[src/rtl/sdram_read_arbiter.sv]
// sdram_read_arbiter: shares one Avalon-MM burst-read SDRAM port between
// two read masters and routes each returned beat to the burst's owner.
module sdram_read_arbiter #(
    parameter int ADDRESS_WIDTH   = 29,
    parameter int DATA_WIDTH      = 64,
    parameter int BURST_WIDTH     = 8,
    parameter int MAX_OUTSTANDING = 4,
    parameter int STARVE_LIMIT    = 4
) (
    input  logic                             clock,
    input  logic                             reset_n,
    input  logic [ADDRESS_WIDTH-1:0]         m0_address,
    input  logic [BURST_WIDTH-1:0]           m0_burstcount,
    input  logic                             m0_read,
    output logic                             m0_waitrequest,
    output logic [DATA_WIDTH-1:0]            m0_readdata,
    output logic                             m0_readdatavalid,
    input  logic [ADDRESS_WIDTH-1:0]         m1_address,
    input  logic [BURST_WIDTH-1:0]           m1_burstcount,
    input  logic                             m1_read,
    output logic                             m1_waitrequest,
    output logic [DATA_WIDTH-1:0]            m1_readdata,
    output logic                             m1_readdatavalid,
    output logic [ADDRESS_WIDTH-1:0]         s_address,
    output logic [BURST_WIDTH-1:0]           s_burstcount,
    output logic                             s_read,
    input  logic                             s_waitrequest,
    input  logic [DATA_WIDTH-1:0]            s_readdata,
    input  logic                             s_readdatavalid,
    output logic [$clog2(MAX_OUTSTANDING):0] outstanding,
    output logic                             error
);

    localparam int PW = $clog2(MAX_OUTSTANDING);
    localparam int SW = $clog2(STARVE_LIMIT + 1);

    typedef enum logic {IDLE, ISSUE} state_t;

    state_t                   state_q, state_d;
    logic [ADDRESS_WIDTH-1:0] addr_q, addr_d;
    logic [BURST_WIDTH-1:0]   bc_q, bc_d;
    logic                     read_q, read_d;
    logic                     gid_q, gid_d;
    logic [SW-1:0]            starve_q, starve_d;

    logic                     tag_id_q [MAX_OUTSTANDING];
    logic [BURST_WIDTH-1:0]   tag_bc_q [MAX_OUTSTANDING];
    logic [PW-1:0]            wr_ptr_q, rd_ptr_q;
    logic [PW:0]              cnt_q;
    logic [BURST_WIDTH-1:0]   beat_q, beat_d;
    logic                     busy_q;
    logic                     error_q;

    logic                     full, empty, accept, beat, last, pop;
    logic                     head_id, pick1;
    logic [BURST_WIDTH-1:0]   head_bc, sel_bc;

    assign full    = (cnt_q == (PW+1)'(MAX_OUTSTANDING));
    assign empty   = (cnt_q == '0);
    assign accept  = (state_q == ISSUE) && !s_waitrequest;
    assign head_id = tag_id_q[rd_ptr_q];
    assign head_bc = tag_bc_q[rd_ptr_q];
    assign beat    = s_readdatavalid && !empty;
    assign beat_d  = busy_q ? (beat_q - 1'b1) : (head_bc - 1'b1);
    assign last    = (beat_d == '0);
    assign pop     = beat && last;

    assign s_address        = addr_q;
    assign s_burstcount     = bc_q;
    assign s_read           = read_q;
    assign m0_waitrequest   = !(accept && !gid_q);
    assign m1_waitrequest   = !(accept && gid_q);
    assign m0_readdata      = s_readdata;
    assign m1_readdata      = s_readdata;
    assign m0_readdatavalid = beat && !head_id;
    assign m1_readdatavalid = beat && head_id;
    assign outstanding      = cnt_q;
    assign error            = error_q;

    // Arbitration and command issue: pick a winner in IDLE, hold it until accepted.
    always_comb begin
        state_d  = state_q;
        addr_d   = addr_q;
        bc_d     = bc_q;
        read_d   = read_q;
        gid_d    = gid_q;
        starve_d = m1_read ? starve_q : '0;
        pick1    = !m0_read || (starve_q == SW'(STARVE_LIMIT));
        sel_bc   = pick1 ? m1_burstcount : m0_burstcount;
        unique case (state_q)
            IDLE: begin
                if ((m0_read || m1_read) && !full) begin
                    addr_d  = pick1 ? m1_address : m0_address;
                    bc_d    = (sel_bc == '0) ? BURST_WIDTH'(1) : sel_bc;
                    read_d  = 1'b1;
                    gid_d   = pick1;
                    state_d = ISSUE;
                    if (pick1)
                        starve_d = '0;
                    else if (m1_read)
                        starve_d = starve_q + 1'b1;
                end
            end
            ISSUE: begin
                if (!s_waitrequest) begin
                    read_d  = 1'b0;
                    state_d = IDLE;
                end
            end
            default: state_d = IDLE;
        endcase
    end

    // Command-side registers.
    always_ff @(posedge clock) begin
        if (!reset_n) begin
            state_q  <= IDLE;
            addr_q   <= '0;
            bc_q     <= '0;
            read_q   <= 1'b0;
            gid_q    <= 1'b0;
            starve_q <= '0;
        end else begin
            state_q  <= state_d;
            addr_q   <= addr_d;
            bc_q     <= bc_d;
            read_q   <= read_d;
            gid_q    <= gid_d;
            starve_q <= starve_d;
        end
    end

    // Tag storage: owner and length of each accepted burst, written at the tail.
    always_ff @(posedge clock) begin
        if (accept) begin
            tag_id_q[wr_ptr_q] <= gid_q;
            tag_bc_q[wr_ptr_q] <= bc_q;
        end
    end

    // Tag FIFO pointers, occupancy, beat counter and sticky stray-beat flag.
    always_ff @(posedge clock) begin
        if (!reset_n) begin
            wr_ptr_q <= '0;
            rd_ptr_q <= '0;
            cnt_q    <= '0;
            beat_q   <= '0;
            busy_q   <= 1'b0;
            error_q  <= 1'b0;
        end else begin
            if (accept)
                wr_ptr_q <= wr_ptr_q + PW'(1);
            if (pop)
                rd_ptr_q <= rd_ptr_q + PW'(1);
            if (accept && !pop)
                cnt_q <= cnt_q + (PW+1)'(1);
            else if (!accept && pop)
                cnt_q <= cnt_q - (PW+1)'(1);
            if (beat) begin
                beat_q <= beat_d;
                busy_q <= !last;
            end
            if (s_readdatavalid && empty)
                error_q <= 1'b1;
        end
    end

endmodule
[config.mk]
export PLATFORM = sky130hd
export DESIGN_NAME = sdram_read_arbiter
export DESIGN_NICKNAME = d
export VERILOG_FILES = /design/src/rtl/sdram_read_arbiter.sv
export SDC_FILE = /design/constraint.sdc
export NUM_CORES = 1
export LEC_CHECK = 0
export CAP_MARGIN = 20
export CORE_AREA = 2 2 124 126
export CTS_BUF_LIST = sky130_fd_sc_hd__clkbuf_16
export CTS_CLUSTER_SIZE = 30
export DETAILED_ROUTE_END_ITERATION = 7
export DIE_AREA = 0 0 126 128
export PLACE_DENSITY = 0.76
export REMOVE_ABC_BUFFERS = 1
export SLEW_MARGIN = 10
export SYNTH_ARGS = -nofsm -noshare
export SYNTH_HDL_FRONTEND = slang
export SYNTH_SLANG_ARGS = --single-unit
[constraint.sdc]
create_clock -name clock -period 5.5 [get_ports clock]
set_input_delay 1.1 -clock clock [delete_from_list [all_inputs] [get_ports clock]]
set_output_delay 1.1 -clock clock [all_outputs]
set_load 0.005 [all_outputs]
==> results.sh <==
export IMPL_grt_overflow=0
export IMPL_yosysUniqueCellTypes=54
export IMPL_critPathSlowestCell="dfxtp_1"
export IMPL_cp_required_ps=5760
export IMPL_finalCoreUtilization_pct=40.97
export IMPL_whs_ps=485.1
export IMPL_layout_drive_gt1_share_pct=7.345
export IMPL_cts_clk_slew_worst_paths_ps=60
export IMPL_worstMarginPinSlew_ps=915.2
export IMPL_path_max_fanout=15
export IMPL_yosys_area_share_adder_pct=2.512
export IMPL_ys_seq_elements=98
export IMPL_yosys_warnings=0
export IMPL_fin_area_um2=6090
export IMPL_portBuffers=125
export IMPL_yosysSeqAreaShare_pct=43.98
export IMPL_finalSetupViolCount=0
export IMPL_drv_cap=0
export IMPL_synth_top_family_by_area="buffers and inverters"
export IMPL_fp_dieH_um=128
export IMPL_synth_compound_area_share_pct=10.52
export IMPL_globalplace_congestion=0.9310
export IMPL_num_rows=45
export IMPL_cpPeakStageDelay_ps=920
export IMPL_power_static_leakage_nw=2.154
export IMPL_cts_buffers_inserted=9
export IMPL_ios=318
export IMPL_powerDensity_nw_per_um2=319.1
export IMPL_dp_cells=701
export IMPL_rsz0062_at_grt="no"
export IMPL_track_usage_pct=26.66
export IMPL_peakVddDrop_v=0.0001942
export IMPL_synth_cell_area_um2=5280
export IMPL_clock_skew_ps=6.182
export IMPL_synth_top_area_cell="dfxtp_1"
export IMPL_worstSetupPathType="reg2reg"
export IMPL_slew_viol_final=0
export IMPL_viasPerCell=5.427
export IMPL_hold_buffers=0
export IMPL_clkLatencyLatePin_ps=350
export IMPL_final_fill_count=1445
export IMPL_fp_coreArea_um2=14860
export IMPL_cp_arrival_ps=4190
export IMPL_seq_area_um2=2322
export IMPL_routed_via_count=3902
export IMPL_h_tree_depth=3
export IMPL_hp_class="reg2reg"
export IMPL_synth_area_leaders="dfxtp_1, edfxtp_1, buf_4, nor2_1, mux2i_1"
export IMPL_endpoint_kind="register"
export IMPL_critPathMostFrequentCell="inv_1"
export IMPL_stdcell_count=719
export IMPL_power_mw=1.943
export IMPL_antenna_found_initial=0
export IMPL_outcome="finished, final reports clean"
export IMPL_clock_path_buffers=2
export IMPL_post_cts_resized=0
export IMPL_wl_mm=21.89
export IMPL_hold_violations=0
export IMPL_worstPathCellList="mux2i_1 -> a22o_1 -> nor2_1 -> inv_1 -> ha_1 -> nor4b_1 -> a21oi_1 -> a211oi_2 -> inv_1 -> ha_1 -> inv_1 -> fa_1 -> xor2_1 -> or3_1 -> a21oi_1"
export IMPL_dieArea_um2=16130
export IMPL_slew_headroom_pct=38.90
export IMPL_finalCriticalPeriod_ps=3925
export IMPL_tns_ps=0
export IMPL_finalWorstSetupSlack_ps=1575
export IMPL_dpl_hpwl_mm=17.90
export IMPL_placed_area_um2=5724
export IMPL_start_util_pct=35.52
export IMPL_final_net_count=680
export IMPL_synth_xor_area_share_pct=1.327
export IMPL_ys_flop_type="dfxtp_1"
export IMPL_synth_edf_count=36
export IMPL_die_w_um=126
export IMPL_muxShareOfSynthArea_pct=7.299
export IMPL_drt_iter0_drc=226
export IMPL_synth_async_reset_ratio_pct=0
export IMPL_fmax_mhz=254.8
export IMPL_grt_pass1_vias=3778
export IMPL_antennaDiodeCount=0
export IMPL_synthCells=536
export IMPL_syn_to_final_growth_pct=15.33
export IMPL_multiInputGateArea_um2=1833
export IMPL_ant_nets=0
export IMPL_fin_crit_sh_pct=71.36
export IMPL_place_ws_ps=1616
export IMPL_grt_max_degree=49
export IMPL_synth_simple_area_share_pct=13.03
export IMPL_cts_tree="yes"
export IMPL_synth_top_area_share_pct=23.51
export IMPL_cts_root_buf="clkbuf_16"
export IMPL_drc_errors=0
export IMPL_syn_area_per_cell_um2=9.851
export IMPL_post_cts_buffers=0
export IMPL_dr_pass1_iters=4
export IMPL_start_kind="register"
export IMPL_grt_pass1_wl_mm=29.70
export IMPL_avgRoutedWirePerCell_um=30.44
export IMPL_cts_sinks=98
per-layer routing:
metal / track usage, % / part of all wire (%) / vias to the layer above
li1: - / - / 1727
met3: 27.46 / 22 / 62
met4: 9.825 / 4.7 / 10
met1: 24.12 / 31 / 1745
met2: 38.71 / 40 / 358
met5: 13.31 / 1.3 / -
final cells by class:
cell class / count / share of cell area [%]
Inverter: 12 / 0.7397
Clock buffer: 11 / 4.520
Sequential cell: 98 / 38.13
Timing Repair Buffer: 132 / 21.86
Tap cell: 188 / 3.863
Clock inverter: 5 / 0.7808
Multi-Input combinational cell: 273 / 30.10
power breakdown:
group,internal (mW),switching (mW)
clock network,0.404,0.272
registers,0.816,0.0512
logic,0.219,0.182
total,1.44,0.505
path summary, 6_finish.rpt:
check / slack [ps] / startpoint / cells after the start / to
setup reg to reg: 1580 / register / 15 / outstanding[2]
setup / recovery: 1580 / register / 15 / outstanding[2]
hold / removal: 490 / state_q / 2 / state_q
hold reg to reg: 490 / state_q / 2 / state_q
synth_stat cells (2+ instances only):
cell type,count
buf_4,128
dfxtp_1,62
nor2_1,59
edfxtp_1,36
nor3_1,33
o22ai_1,30
mux2i_1,21
clkbuf_1,20
nand2_1,19
a21oi_1,15
a211oi_1,14
inv_1,10
ha_1,9
o21ai_0,8
nor2b_1,6
and2_1,5
mux4_2,4
nand2b_1,4
xnor2_1,4
xor2_1,4
a22oi_1,3
nand3_1,3
nor3b_1,3
a211oi_2,2
a31oi_1,2
buf_2,2
mux2i_4,2
nor4_1,2
cells by family (layout without fill, tap and decap cells):
kind of cell / count (synthesis) / after routing
AO/OA/AOI/OAI: 83 / 83
multiplexers: 29 / 29
AND/OR/NAND/NOR: 143 / 143
buffers and inverters: 165 / 160
XOR/XNOR: 8 / 8
flip-flops: 98 / 98
adder cells (fa/ha/maj): 10 / 10
layout by cell type (no fill, tap or decap), types with 2 or more instances in the layout:
cell             count
clkdlybuf4s50_1    125
dfxtp_1             62
nor2_1              59
edfxtp_1            36
nor3_1              33
o22ai_1             30
mux2i_1             21
nand2_1             19
a21oi_1             15
a211oi_1            14
inv_1               11
clkbuf_16           11
ha_1                 9
o21ai_0              8
nor2b_1              6
and2_1               5
buf_4                5
mux4_2               4
xor2_1               4
nand2b_1             4
xnor2_1              4
nor3b_1              3
a22oi_1              3
nand3_1              3
mux2i_4              2
inv_2                2
a211oi_2             2
clkinv_1             2
a31oi_1              2
nor4_1               2
flip-flops by register name, summed over array words and instances (netlist names), 2 cells and up, named ones only:
signal        count
tag_id_q          4
beat_q            8
wr_ptr_q          2
s_address        29
starve_q          3
rd_ptr_q          2
s_burstcount      8
tag_bc_q         32
outstanding       3
worst max-delay path: cells and delay by family (launching register included):
kind / cells / cell delay [ps]
simple gates: 3 / 810
mux: 1 / 230
fa+ha+maj: 3 / 640
buf+inv: 3 / 210
xor+xnor: 1 / 80
flops: 1 / 920
compound gates: 4 / 930
No activity file was read; power rests on OpenSTA's default activity.
